[src/rtl/fir_pkg.sv]
// Shared widths, FSM state type and default coefficient set for the FIR MAC filter.
package fir_pkg;

  localparam int unsigned SAMPLE_W     = 16;
  localparam int unsigned COEF_W       = 16;
  localparam int unsigned FRAC_W       = COEF_W - 1;
  localparam int unsigned DEFAULT_TAPS = 8;

  typedef enum logic [1:0] {
    IDLE  = 2'd0,
    MAC   = 2'd1,
    ROUND = 2'd2,
    OUT   = 2'd3
  } fir_state_e;

  // 8-tap moving average: every tap is 1/8 in Q1.15; tap 0 occupies the low bits.
  localparam logic [DEFAULT_TAPS*COEF_W-1:0] FIR_DEFAULT_COEFS = {DEFAULT_TAPS{16'sd4096}};

endpackage

[src/rtl/fir_sample_ring.sv]
// Circular sample history: one write per accepted sample, offset read relative to the newest entry.
module fir_sample_ring
  import fir_pkg::*;
#(
  parameter int unsigned TAPS = DEFAULT_TAPS
) (
  input  logic                             clock,
  input  logic                             reset,
  input  logic                             wr_en,
  input  logic signed [SAMPLE_W-1:0]       wr_data,
  input  logic                             advance,
  input  logic        [$clog2(TAPS)-1:0]   rd_offset,
  output logic signed [SAMPLE_W-1:0]       rd_data_c
);

  localparam int unsigned PTR_W = $clog2(TAPS);

  logic signed [SAMPLE_W-1:0] mem_q [TAPS];
  logic        [PTR_W-1:0]    wr_ptr_q;
  logic        [PTR_W-1:0]    rd_idx_c;

  // Offset k addresses sample(newest-k); TAPS is a power of two so the subtraction wraps for free.
  always_comb begin
    rd_idx_c  = wr_ptr_q - rd_offset;
    rd_data_c = mem_q[rd_idx_c];
  end

  // Storage and write pointer; the pointer moves only once the result for the newest sample is formed.
  always_ff @(posedge clock) begin
    if (reset) begin
      for (int i = 0; i < int'(TAPS); i++) begin
        mem_q[i] <= '0;
      end
      wr_ptr_q <= '0;
    end else begin
      if (wr_en) begin
        mem_q[wr_ptr_q] <= wr_data;
      end
      if (advance) begin
        wr_ptr_q <= wr_ptr_q + PTR_W'(1);
      end
    end
  end

endmodule

[src/rtl/fir_mac_filter.sv]
// Sequential FIR filter: one multiply-accumulate per cycle, round-half-up and saturate to 16 bits.
module fir_mac_filter
  import fir_pkg::*;
#(
  parameter int unsigned                  TAPS  = DEFAULT_TAPS,
  parameter logic [TAPS*COEF_W-1:0]       COEFS = FIR_DEFAULT_COEFS
) (
  input  logic                       clock,
  input  logic                       reset,
  input  logic                       in_valid,
  input  logic signed [SAMPLE_W-1:0] in_sample,
  output logic                       in_ready,
  output logic                       out_valid,
  output logic signed [SAMPLE_W-1:0] out_sample,
  input  logic                       out_ready
);

  localparam int unsigned TAP_W = $clog2(TAPS);
  localparam int unsigned PROD_W = SAMPLE_W + COEF_W;
  localparam int unsigned ACC_W = PROD_W + TAP_W;

  localparam logic signed [ACC_W-1:0] ROUND_BIAS = ACC_W'(1 << (FRAC_W - 1));
  localparam logic signed [ACC_W-1:0] SAT_MAX    = ACC_W'(32767);
  localparam logic signed [ACC_W-1:0] SAT_MIN    = -ACC_W'(32768);

  fir_state_e state_q;
  fir_state_e state_next;

  logic                       accept_c;
  logic                       mac_c;
  logic                       round_c;

  logic        [TAP_W-1:0]    tap_idx_q;
  logic signed [ACC_W-1:0]    acc_q;
  logic signed [SAMPLE_W-1:0] tap_sample_c;
  logic signed [COEF_W-1:0]   coef_c;
  logic signed [PROD_W-1:0]   prod_c;
  logic signed [ACC_W-1:0]    acc_rnd_c;
  logic signed [ACC_W-1:0]    acc_shr_c;
  logic signed [SAMPLE_W-1:0] sat_c;

  fir_sample_ring #(
    .TAPS (TAPS)
  ) u_ring (
    .clock     (clock),
    .reset     (reset),
    .wr_en     (accept_c),
    .wr_data   (in_sample),
    .advance   (round_c),
    .rd_offset (tap_idx_q),
    .rd_data_c (tap_sample_c)
  );

  // State register.
  always_ff @(posedge clock) begin
    if (reset) begin
      state_q <= IDLE;
    end else begin
      state_q <= state_next;
    end
  end

  // Next-state and datapath strobes; handshakes are qualified by the registered ready/valid.
  always_comb begin
    state_next = state_q;
    accept_c   = 1'b0;
    mac_c      = 1'b0;
    round_c    = 1'b0;
    case (state_q)
      IDLE: begin
        if (in_valid && in_ready) begin
          accept_c   = 1'b1;
          state_next = MAC;
        end
      end
      MAC: begin
        mac_c = 1'b1;
        if (tap_idx_q == TAP_W'(TAPS - 1)) begin
          state_next = ROUND;
        end
      end
      ROUND: begin
        round_c    = 1'b1;
        state_next = OUT;
      end
      OUT: begin
        if (out_ready && out_valid) begin
          state_next = IDLE;
        end
      end
      default: state_next = IDLE;
    endcase
  end

  // Coefficient lookup and signed Q1.15 product for the current tap.
  always_comb begin
    coef_c = COEFS[32'(tap_idx_q) * COEF_W +: COEF_W];
    prod_c = coef_c * tap_sample_c;
  end

  // Round half up at bit 14, drop the fraction, clamp to the 16-bit sample range.
  always_comb begin
    acc_rnd_c = acc_q + ROUND_BIAS;
    acc_shr_c = acc_rnd_c >>> FRAC_W;
    if (acc_shr_c > SAT_MAX) begin
      sat_c = 16'sh7fff;
    end else if (acc_shr_c < SAT_MIN) begin
      sat_c = 16'sh8000;
    end else begin
      sat_c = SAMPLE_W'(acc_shr_c);
    end
  end

  // Accumulator, tap counter and registered handshake/result outputs.
  always_ff @(posedge clock) begin
    if (reset) begin
      acc_q      <= '0;
      tap_idx_q  <= '0;
      out_sample <= '0;
      out_valid  <= 1'b0;
      in_ready   <= 1'b0;
    end else begin
      in_ready  <= (state_next == IDLE);
      out_valid <= (state_next == OUT);
      if (accept_c) begin
        acc_q     <= '0;
        tap_idx_q <= '0;
      end else if (mac_c) begin
        acc_q     <= acc_q + ACC_W'(prod_c);
        tap_idx_q <= tap_idx_q + TAP_W'(1);
      end
      if (round_c) begin
        out_sample <= sat_c;
      end
    end
  end

endmodule

[config.mk]
export PLATFORM = sky130hd
export DESIGN_NAME = fir_mac_filter
export DESIGN_NICKNAME = d
export VERILOG_FILES = /design/src/rtl/fir_pkg.sv /design/src/rtl/fir_sample_ring.sv /design/src/rtl/fir_mac_filter.sv
export SDC_FILE = /design/constraint.sdc
export NUM_CORES = 1
export LEC_CHECK = 0
export CAP_MARGIN = 20
export CELL_PAD_IN_SITES_DETAIL_PLACEMENT = 0
export CELL_PAD_IN_SITES_GLOBAL_PLACEMENT = 1
export CORE_ASPECT_RATIO = 0.8
export CORE_MARGIN = 1.5
export CORE_UTILIZATION = 35
export CTS_BUF_LIST = sky130_fd_sc_hd__clkbuf_8
export DETAILED_ROUTE_END_ITERATION = 8
export PLACE_DENSITY_LB_ADDON = 0.12
export SLEW_MARGIN = 40
export SYNTH_ARGS = -nofsm -noshare
export SYNTH_HDL_FRONTEND = slang
export SYNTH_SLANG_ARGS = --single-unit
[constraint.sdc]
create_clock -name clock -period 8.8 [get_ports clock]
set_clock_uncertainty 0.2 [all_clocks]
set_input_delay 1.76 -clock clock [delete_from_list [all_inputs] [get_ports clock]]
set_output_delay 1.76 -clock clock [all_outputs]
set_load 0.02 [all_outputs]
==> results.json, run 1 <==
{
  "syn-num-nets": 927,
  "setup_viol": 0,
  "synthArstFlopShare_pct": 0,
  "fin_tns_setup_ns": 0,
  "min_period_over_period_pct": 78.79,
  "final_max_slew_viol_count": 0,
  "cts-root-buf": "clkbuf_8",
  "antenna_left": 0,
  "ff2ff_path_depth": 23,
  "dp_hpwl_um": 16010,
  "synth_edf_count": 128,
  "clk_pin_slew_ns": 0.09,
  "antenna_found_initial": 1,
  "crit_path_start_kind": "flip-flop",
  "synth_cell_type_count": 54,
  "yosys_most_used_dff": "edfxtp_1",
  "detail_route.wl_per_cell_um": 19.48,
  "place_area_um2": 10760,
  "fin_nets": 961,
  "overflow": 0,
  "drt_first_pass_iters": 5,
  "initial_core_util_pct": 36.07,
  "status": "finished clean",
  "area_delta_synth_final_pct": 11.90,
  "cts_hold_buf": 0,
  "grt_max_degree": 25,
  "whs_ns": 0.2681,
  "max_freq_ghz": 0.1442,
  "core_um2": 27570,
  "rrSetupSlack_ns": 1.87,
  "hp-class": "reg -> reg",
  "final_cell_area_um2": 11130,
  "holdPathEnd": "acc_q[13]",
  "clock_path_buffers": 2,
  "cts_setup_buffers": 0,
  "drv_cap": 0,
  "grt_pass1_vias": 6275,
  "cts_sinks": 177,
  "hold_start": "acc_q[13]",
  "cts_buffers": 17,
  "synth-seq-area-share_pct": 48.52,
  "worstReg2RegEnd": "acc_q[30]",
  "critical_path_required_ns": 8.94,
  "clock_latency_ns": 0.48,
  "die_w_um": 191.4,
  "synth_cells": 813,
  "cts_max_level": 4,
  "drive_gt1_share_pct": 14.07,
  "grt_pass1_wl_um": 36540,
  "power_density_nw_per_um2": 183.1,
  "dr.first_iter.drc_count": 560,
  "cts_resized": 0,
  "crit_path_end_kind": "flip-flop",
  "pin_count": 38,
  "cts_tree": "yes",
  "finalWirelength_um": 23870,
  "whs_path_depth": 2,
  "min_period_ns": 6.933,
  "grt_usage_pct": 17.01,
  "rsz0062_at_grt": "no",
  "die_area_um2": 29440,
  "port_buffers": 37,
  "fill_cells": 2624,
  "crit_fanout": 19,
  "viasPerCell": 5.158,
  "ys_ff_latch": 177,
  "tightest_slew_ns": 0.8245,
  "route.detailed.drc": 0,
  "multi_input_area_um2": 4910,
  "syn_area_um2": 9943,
  "timing_hold_violations_final": 0,
  "ys_warn_count": 0,
  "relSlewSlack_pct": 44.86,
  "startpoint": "u_ring.wr_ptr_q[0]",
  "register_area_um2": 4825,
  "rows": 54,
  "arrival_ns": 7.08,
  "routabilityCongestion": 0.8075,
  "syn_area_per_cell_um2": 12.23,
  "vias": 6318,
  "ir_drop_uv": 88.97,
  "dieHeight_um": 153.8,
  "r2r-start": "u_ring.wr_ptr_q[0]",
  "p_leak_nw": 4.317,
  "crit_type": "reg -> reg"
}
cell usage after synthesis (3+ instances only):
cell      instances  area, um^2
a21o_1           10       75.07
and2_1          132       825.8
nor2_1           43       161.4
a21oi_1          31       155.2
a31oi_1           4       25.02
dfxtp_1          49       980.9
buf_2             3       15.01
nand2b_1          5       31.28
clkbuf_1         26       97.59
ha_1             79       988.5
mux2_2           15       168.9
edfxtp_1        128        3844
nand4_1           8       50.05
nor3_1            8       40.04
nor4_1            4       25.02
or2_2             9       56.30
o21a_1            5       37.54
nor2b_1           5       31.28
inv_1            28       105.1
fa_1             15       300.3
nand2_1          45       168.9
xor2_1           16       140.1
mux4_2           29       653.1
a211oi_2         10       125.1
xnor2_1          19       166.4
mux2i_1           7       70.07
a211oi_1         10       75.07
nand3_1          17       85.08
o21ai_0          19       95.09
area by class of cell:
cell class	count	share of cell area, %
tap	364	4.093
clock inverter	15	1.214
inverter	28	0.9446
timing repair buffer	49	4.138
antenna	1	0.02249
multi-input combinational	574	44.12
sequential	177	43.36
clock buffer	17	2.103
worst max-delay path, stage by stage (launching register included):
cell and delay, ns:
dfxtp_1 0.36, inv_1 0.08, ha_2 0.15, inv_1 0.04, fa_1 0.36, xor2_1 0.20
xnor2_4 0.59, mux2i_1 0.17, mux4_2 0.52, inv_1 0.53, ha_1 0.27, ha_1 0.14
ha_1 0.23, fa_1 0.42, fa_1 0.49, ha_1 0.33, o21ai_0 0.11, o21bai_1 0.20
o22ai_1 0.17, o21ai_0 0.42, a21oi_1 0.24, o21ai_0 0.26, mux2i_1 0.22, o31ai_1 0.09
metrics by stage:
stage	instances	utilization [%]	setup WS, ns	total power [mW]
6_report	1225	40.36	1.867	2.037
5_1_grt	1224	40.35	1.256	2.173
2_1_floorplan	813	-	2.749	1.375
3_5_place_dp	1192	39.02	1.838	1.521
3_3_place_gp	1192	38.97	2.053	1.516
4_1_cts	1224	40.35	1.807	2.071
worst max-delay path by stage:
| stage | depth (start not counted) | endpoint | slack (ns) |
|---|---|---|---|
| 6_report | 23 | acc_q[30] | 1.87 |
| 5_1_grt | 23 | acc_q[30] | 1.26 |
| 4_1_cts | 23 | acc_q[30] | 1.81 |
| 3_5_place_dp | 23 | acc_q[30] | 1.84 |
| 3_3_place_gp | 23 | acc_q[31] | 2.05 |
| 2_1_floorplan | 24 | acc_q[34] | 2.75 |
cells in the final DEF (no fill, tap or decap), drive strengths merged, types with 20 or more instances in the layout:
cell           netlist  layout
xnor2               20      20
ha                  79      79
nand2               45      45
dfxtp               49      49
mux4                31      31
edfxtp             128     128
nor2                43      43
and2               132     132
a21oi               31      31
inv                 28      31
clkdlybuf4s50        0      37
a211oi              20      20
layer usage:
layer / GRT usage, % / vias to the layer above / wire length (um)
li1: - / 3013 / -
met1: 24.22 / 3171 / 11570
met2: 26.16 / 121 / 11030
met3: 3.789 / 13 / 1012
met4: 4.353 / 0 / 251
met5: 0 / - / 0
registers in the layout, summed over array words and instances (netlist names):
register and count:
acc_q 23, in_ready 1, out_sample 16, out_valid 1, state_q 2, tap_idx_q 3, u_ring.mem_q 128, u_ring.wr_ptr_q 3
report_power, final:
part / switching, mW / total (mW) / internal [mW]
Clock: 0.319 / 0.545 / 0.226
Sequential: 0.0291 / 0.954 / 0.925
Combinational: 0.301 / 0.539 / 0.238
Total: 0.649 / 2.04 / 1.39
cells by family after synthesis:
group	count (synthesis)	share of synthesized area [%]
AO/OA/AOI/OAI	108	7.777
multiplexers	53	9.500
XOR/XNOR	36	3.247
adder cells (fa/ha/maj)	94	12.96
flip-flops	177	48.52
AND/OR/NAND/NOR	283	15.45
buffers and inverters	62	2.542
No activity file was read; power rests on OpenSTA's default activity.
==> run 2, diff against run 1 <==
clock period = 5.6 ns   (was 8.8 ns; I/O delays follow)
==> run 2 against run 1 <==
Sequential share of layout area down 4.8 points. Critical endpoint is now acc_q[34]. Final cell count increased by 7.0%. Combinational power rose by 150%. Clock power grew 66%. Critical path type unchanged. Total power increased by 84%. Setup slack worse by 1.9 ns. Critical path depth up 2. Largest power group unchanged. The flow now finishes with violations (negative setup slack). Cell area is 13% higher. Sequential power rose by 57%. Global-route usage rose by 0.65 points.
==> results.json, run 2 (synthesized netlist as in run 1, its figures left out) <==
{
  "slowest_stage": "fa_1",
  "cts_max_level": 4,
  "violations": "negative setup slack",
  "cts_sinks": 177,
  "setup_viol": 1,
  "relSlewSlack_pct": 54.42,
  "tightest_slew_ns": 0.6813,
  "crit_path_start_kind": "flip-flop",
  "drv_cap": 0,
  "fin_nets": 1048,
  "biggestRegsByFlops": "u_ring.mem_q: 128 flops, acc_q: 23 flops, out_sample: 16 flops",
  "area_delta_synth_final_pct": 26.06,
  "cts_buffers": 17,
  "port_buffers": 37,
  "route.detailed.drc": 0,
  "fin_tns_setup_ns": -0.05753,
  "clk_pin_slew_ns": 0.11,
  "rsz0062_at_grt": "yes",
  "ir_drop_uv": 161.2,
  "max_freq_ghz": 0.1768,
  "initial_core_util_pct": 36.07,
  "arrival_ns": 5.83,
  "antennaDiodeCount": 0,
  "grt_busiest_layer": "met2",
  "vias": 6697,
  "cts_tree": "yes",
  "pin_count": 38,
  "hp-class": "reg -> reg",
  "critPathMaxStageDelay_ns": 0.57,
  "power_density_nw_per_um2": 298.6,
  "routabilityCongestion": 0.7948,
  "drt_first_pass_iters": 5,
  "overflow": 0,
  "largest_register_ff_count": 128,
  "worst_slack_ns": -0.05753,
  "dp_hpwl_um": 16760,
  "grtUsageMet1_pct": 24.91,
  "whs_ns": 0.3021,
  "path_common_cell": "ha_4",
  "final_common_cell": "and2_1",
  "viasPerCell": 5.108,
  "place_area_um2": 11220,
  "p_total_mw": 3.742,
  "regMostFlops": "u_ring.mem_q",
  "die_w_um": 191.4,
  "clock_latency_ns": 0.48,
  "p_leak_nw": 4.836,
  "grt_pass1_vias": 6848,
  "critical_path_required_ns": 5.77,
  "cts_hold_buf": 0,
  "crit_type": "reg -> reg",
  "grtUsageMet3_pct": 3.766,
  "antenna_left": 0,
  "grt_pass1_wl_um": 38850,
  "min_period_over_period_pct": 101.0,
  "antenna_found_initial": 0,
  "cts-root-buf": "clkbuf_8",
  "timing_hold_violations_final": 0,
  "most-common-layout-cells": "132 x and2_1, 128 x edfxtp_1, 83 x buf_4",
  "final_cell_area_um2": 12530,
  "rows": 54,
  "crit_fanout": 5,
  "clock_path_buffers": 2,
  "crit_path_end_kind": "flip-flop",
  "grt_usage_pct": 17.66,
  "dr.first_iter.drc_count": 331,
  "core_um2": 27570,
  "die_area_um2": 29440,
  "grt_max_degree": 25,
  "min_period_ns": 5.658,
  "final_max_slew_viol_count": 0,
  "status": "finished, violations left",
  "grt_use_met2_pct": 27.67,
  "finalWirelength_um": 25400,
  "drive_gt1_share_pct": 29.67,
  "dieHeight_um": 153.8,
  "detail_route.wl_per_cell_um": 19.38
}
run 2: changes by cell type in the layout (fill, tap and decap cells not counted), moves of 6 or more:
| cell | previous run | this run |
|---|---|---|
| buf_4 | 12 | 83 |
| ha_1 | 78 | 48 |
| ha_4 | 0 | 28 |
| a21oi_1 | 31 | 20 |
| o21ai_0 | 19 | 8 |
| a21oi_2 | 0 | 9 |
| buf_6 | 0 | 8 |
| buf_12 | 0 | 7 |
| inv_1 | 28 | 21 |
| o21ai_1 | 0 | 7 |
| inv_2 | 0 | 6 |
run 2: final cells by class:
| cell class | count | area [um^2] |
|---|---|---|
| Fill cell | 2530 | 15030 |
| Clock buffer | 17 | 234.0 |
| Tap cell | 364 | 455.4 |
| Inverter | 28 | 108.9 |
| Sequential cell | 177 | 4827 |
| Clock inverter | 15 | 165.2 |
| Multi-Input combinational cell | 574 | 5493 |
| Timing Repair Buffer | 136 | 1251 |
run 2: final timing paths:
path,startpoint,end,slack (ns),cells after the start
min,out_sample[0],out_sample[0],0.30,2
max,u_ring.wr_ptr_q[0],acc_q[34],-0.06,25
min reg2reg,out_sample[0],out_sample[0],0.30,2
max reg2reg,u_ring.wr_ptr_q[0],acc_q[34],-0.06,25
run 2: worst max-delay path: cells and delay by family (launching register included):
| kind | cells | cell delay, ns |
|---|---|---|
| XOR/XNOR | 3 | 0.54 |
| multiplexers | 2 | 0.61 |
| AO/OA/AOI/OAI | 6 | 0.96 |
| buffers and inverters | 6 | 0.60 |
| adder cells (fa/ha/maj) | 7 | 2.20 |
| flip-flops | 1 | 0.34 |
| AND/OR/NAND/NOR | 1 | 0.08 |
run 2: metal layers:
metal  part of all wire, %  vias to the layer above  wire length (um)
met4                   1.1                        0               270
met3                   4.4                       16              1128
li1                      -                     3187                 -
met1                    48                     3375             12220
met2                    46                      119             11780
met5                     0                        -                 0
run 2: power breakdown:
group          internal [mW]  total (mW)  switching (mW)  leakage, nW
clock network          0.338       0.903           0.565        0.198
logic                  0.689        1.34           0.648         2.92
registers               1.45        1.50          0.0485         1.72
total                   2.48        3.74            1.26         4.84
run 2: per-stage QoR:
stage          cells  setup WS, ns  utilization (%)
5_1_grt         1311       -0.2030            45.47
6_report        1311      -0.05753            45.47
3_3_place_gp    1246       -0.2681            40.68
4_1_cts         1304       -0.1251            44.22
3_5_place_dp    1246       -0.3295            40.69
2_1_floorplan    813      -0.01676                -
run 2: repair_timing:
| item | in CTS | in global routing |
|---|---|---|
| hold endpoints to repair | 0 | 0 |
| resized for setup | 70 | 52 |
| pin swaps | 47 | 31 |
| buffers inserted | 25 | 10 |
| endpoints found under the setup margin | 12 | 15 |
| cloned | 1 | 0 |
==> run 3, diff against run 2 <==
CORE_ASPECT_RATIO = unset   (was 0.8)
==> run 3 against run 2 <==
The flow still finishes with violations (negative setup slack). Fmax shrank 1.1%. Sequential power hardly changed. Global-route usage is 0.054 points lower. Critical path type unchanged. Largest cell class unchanged.
==> results.json, run 3 (synthesized netlist as in run 1, its figures left out) <==
{
  "status": "finished, violations left",
  "crit_path_start_kind": "flip-flop",
  "setup_viol": 5,
  "crit_type": "reg -> reg",
  "drv_cap": 0,
  "drt_first_pass_iters": 6,
  "finalWirelength_um": 25120,
  "initial_core_util_pct": 35.69,
  "violations": "negative setup slack",
  "worstReg2RegEnd": "acc_q[33]",
  "hold_start": "tap_idx_q[1]",
  "dpl_worst_slack_ns": -0.4460,
  "p_leak_nw": 4.717,
  "rrSetupSlack_ns": -0.12,
  "arrival_ns": 5.89,
  "crit_path_end_kind": "flip-flop",
  "critical_path_required_ns": 5.77,
  "regMostFlops": "u_ring.mem_q",
  "rows": 61,
  "dr.first_iter.drc_count": 293,
  "final_max_slew_viol_count": 0,
  "timing_hold_violations_final": 0,
  "fin_nets": 1028,
  "dieHeight_um": 171.6,
  "power_density_nw_per_um2": 309.0,
  "worst_slack_ns": -0.1188,
  "pin_count": 38,
  "overflow": 0,
  "route.detailed.drc": 0,
  "most-common-layout-cells": "131 x and2_1, 128 x edfxtp_1, 64 x buf_4",
  "grt_pass1_vias": 6708,
  "cts_sinks": 177,
  "grt_pass1_wl_um": 38120,
  "ff2ff_path_depth": 25,
  "cts-root-buf": "clkbuf_8",
  "crit_fanout": 9,
  "die_area_um2": 29430,
  "register_area_um2": 4827,
  "placedCellCount": 1250,
  "path_common_cell": "buf_12",
  "antennaDiodeCount": 0,
  "routabilityCongestion": 0.8285,
  "clk_pin_slew_ns": 0.12,
  "vias": 6474,
  "grt_max_degree": 25,
  "port_buffers": 37,
  "hp-class": "reg -> reg",
  "antenna_left": 0,
  "viasPerCell": 4.961,
  "fin_tns_setup_ns": -0.3351,
  "r2r-start": "u_ring.wr_ptr_q[0]",
  "area_delta_synth_final_pct": 25.51,
  "grt_usage_pct": 17.61,
  "detail_route.wl_per_cell_um": 19.25,
  "clock_path_buffers": 2,
  "fill_cells": 2530,
  "min_period_ns": 5.719,
  "core_um2": 27860,
  "die_w_um": 171.6,
  "whs_path_depth": 2,
  "min_period_over_period_pct": 102.1,
  "rsz0062_at_grt": "yes",
  "final_common_cell": "and2_1",
  "cts_max_level": 4,
  "dp_hpwl_um": 16610,
  "cts_tree": "yes",
  "holdPathEnd": "tap_idx_q[1]",
  "stdcell_count": 1305,
  "clock_latency_ns": 0.48,
  "cts_buffers": 17,
  "largest_register_ff_count": 128,
  "drive_gt1_share_pct": 29.02,
  "relSlewSlack_pct": 52.29,
  "antenna_found_initial": 0,
  "multi_input_area_um2": 5524,
  "biggestRegsByFlops": "u_ring.mem_q: 128 flops, acc_q: 23 flops, out_sample: 16 flops",
  "critPathMaxStageDelay_ns": 0.50,
  "max_freq_ghz": 0.1749,
  "ir_drop_uv": 203.4,
  "tightest_slew_ns": 0.7130,
  "slowest_stage": "fa_1"
}
-- run 3: cell types whose count changed in the layout (fill, tap and decap cells not counted), sizes merged --
| cell | previous run | this run |
|---|---|---|
| clkinv | 6 | 7 |
| buf | 99 | 79 |
| clkinvlp | 2 | 1 |
-- run 3: area by class of cell --
class	count	area share [%]
inverter	28	0.8923
tap	378	3.790
timing repair buffer	116	8.803
clock buffer	17	1.875
multi-input combinational	574	44.26
clock inverter	15	1.694
sequential	177	38.68
-- run 3: through the flow --
| step | utilization, % | power (mW) | hold slack, ns | instance area (um^2) |
|---|---|---|---|---|
| floorplan | - | 2.175 | 0.2406 | 10010 |
| global placement | 40.05 | 2.537 | 0.2471 | 11160 |
| detailed placement | 40.06 | 2.542 | 0.2550 | 11160 |
| CTS | 42.26 | 3.583 | 0.2717 | 11770 |
| global route | 44.80 | 4.080 | 0.3412 | 12480 |
| finish | 44.80 | 3.856 | 0.2887 | 12480 |
-- run 3: how the worst max path moves through the flow --
| stage | start | end | slack, ns | depth (start not counted) |
|---|---|---|---|---|
| after CTS | u_ring.wr_ptr_q[0] | acc_q[34] | -0.16 | 24 |
| after floorplan | u_ring.wr_ptr_q[0] | acc_q[34] | -0.02 | 24 |
| final | u_ring.wr_ptr_q[0] | acc_q[33] | -0.12 | 25 |
| after global placement | u_ring.wr_ptr_q[0] | acc_q[34] | -0.39 | 23 |
| after detailed placement | u_ring.wr_ptr_q[0] | acc_q[30] | -0.45 | 23 |
| after global routing | u_ring.wr_ptr_q[0] | acc_q[33] | -0.31 | 25 |
-- run 3: power breakdown --
group | switching, mW | internal (mW) | leakage (nW) | total, mW
sequential | 0.0478 | 1.45 | 1.72 | 1.50
clock | 0.610 | 0.360 | 0.218 | 0.970
combinational | 0.660 | 0.725 | 2.78 | 1.38
-- run 3: critical path, delay by kind of cell, from the launching register on --
kind,cells,cell delay (ns)
AO/OA/AOI/OAI,5,0.71
XOR/XNOR,3,0.53
adder cells (fa/ha/maj),7,2.15
buffers and inverters,7,0.74
flip-flops,1,0.34
multiplexers,2,0.60
AND/OR/NAND/NOR,1,0.33
-- run 3: repair_timing --
action / CTS / global route
setup endpoints to repair: 14 / 14
gates resized for setup: 22 / 91
setup buffers: 7 / 18
pin swaps: 6 / 42
hold buffers: 0 / 0
-- run 3: layer usage --
| metal | track usage (%) | part of all wire, % | up-vias |
|---|---|---|---|
| li1 | - | - | 3141 |
| met1 | 21.76 | 44 | 3212 |
| met2 | 31.31 | 51 | 92 |
| met3 | 2.715 | 2.2 | 29 |
| met4 | 5.797 | 2.1 | 0 |
| met5 | 0 | 0 | - |
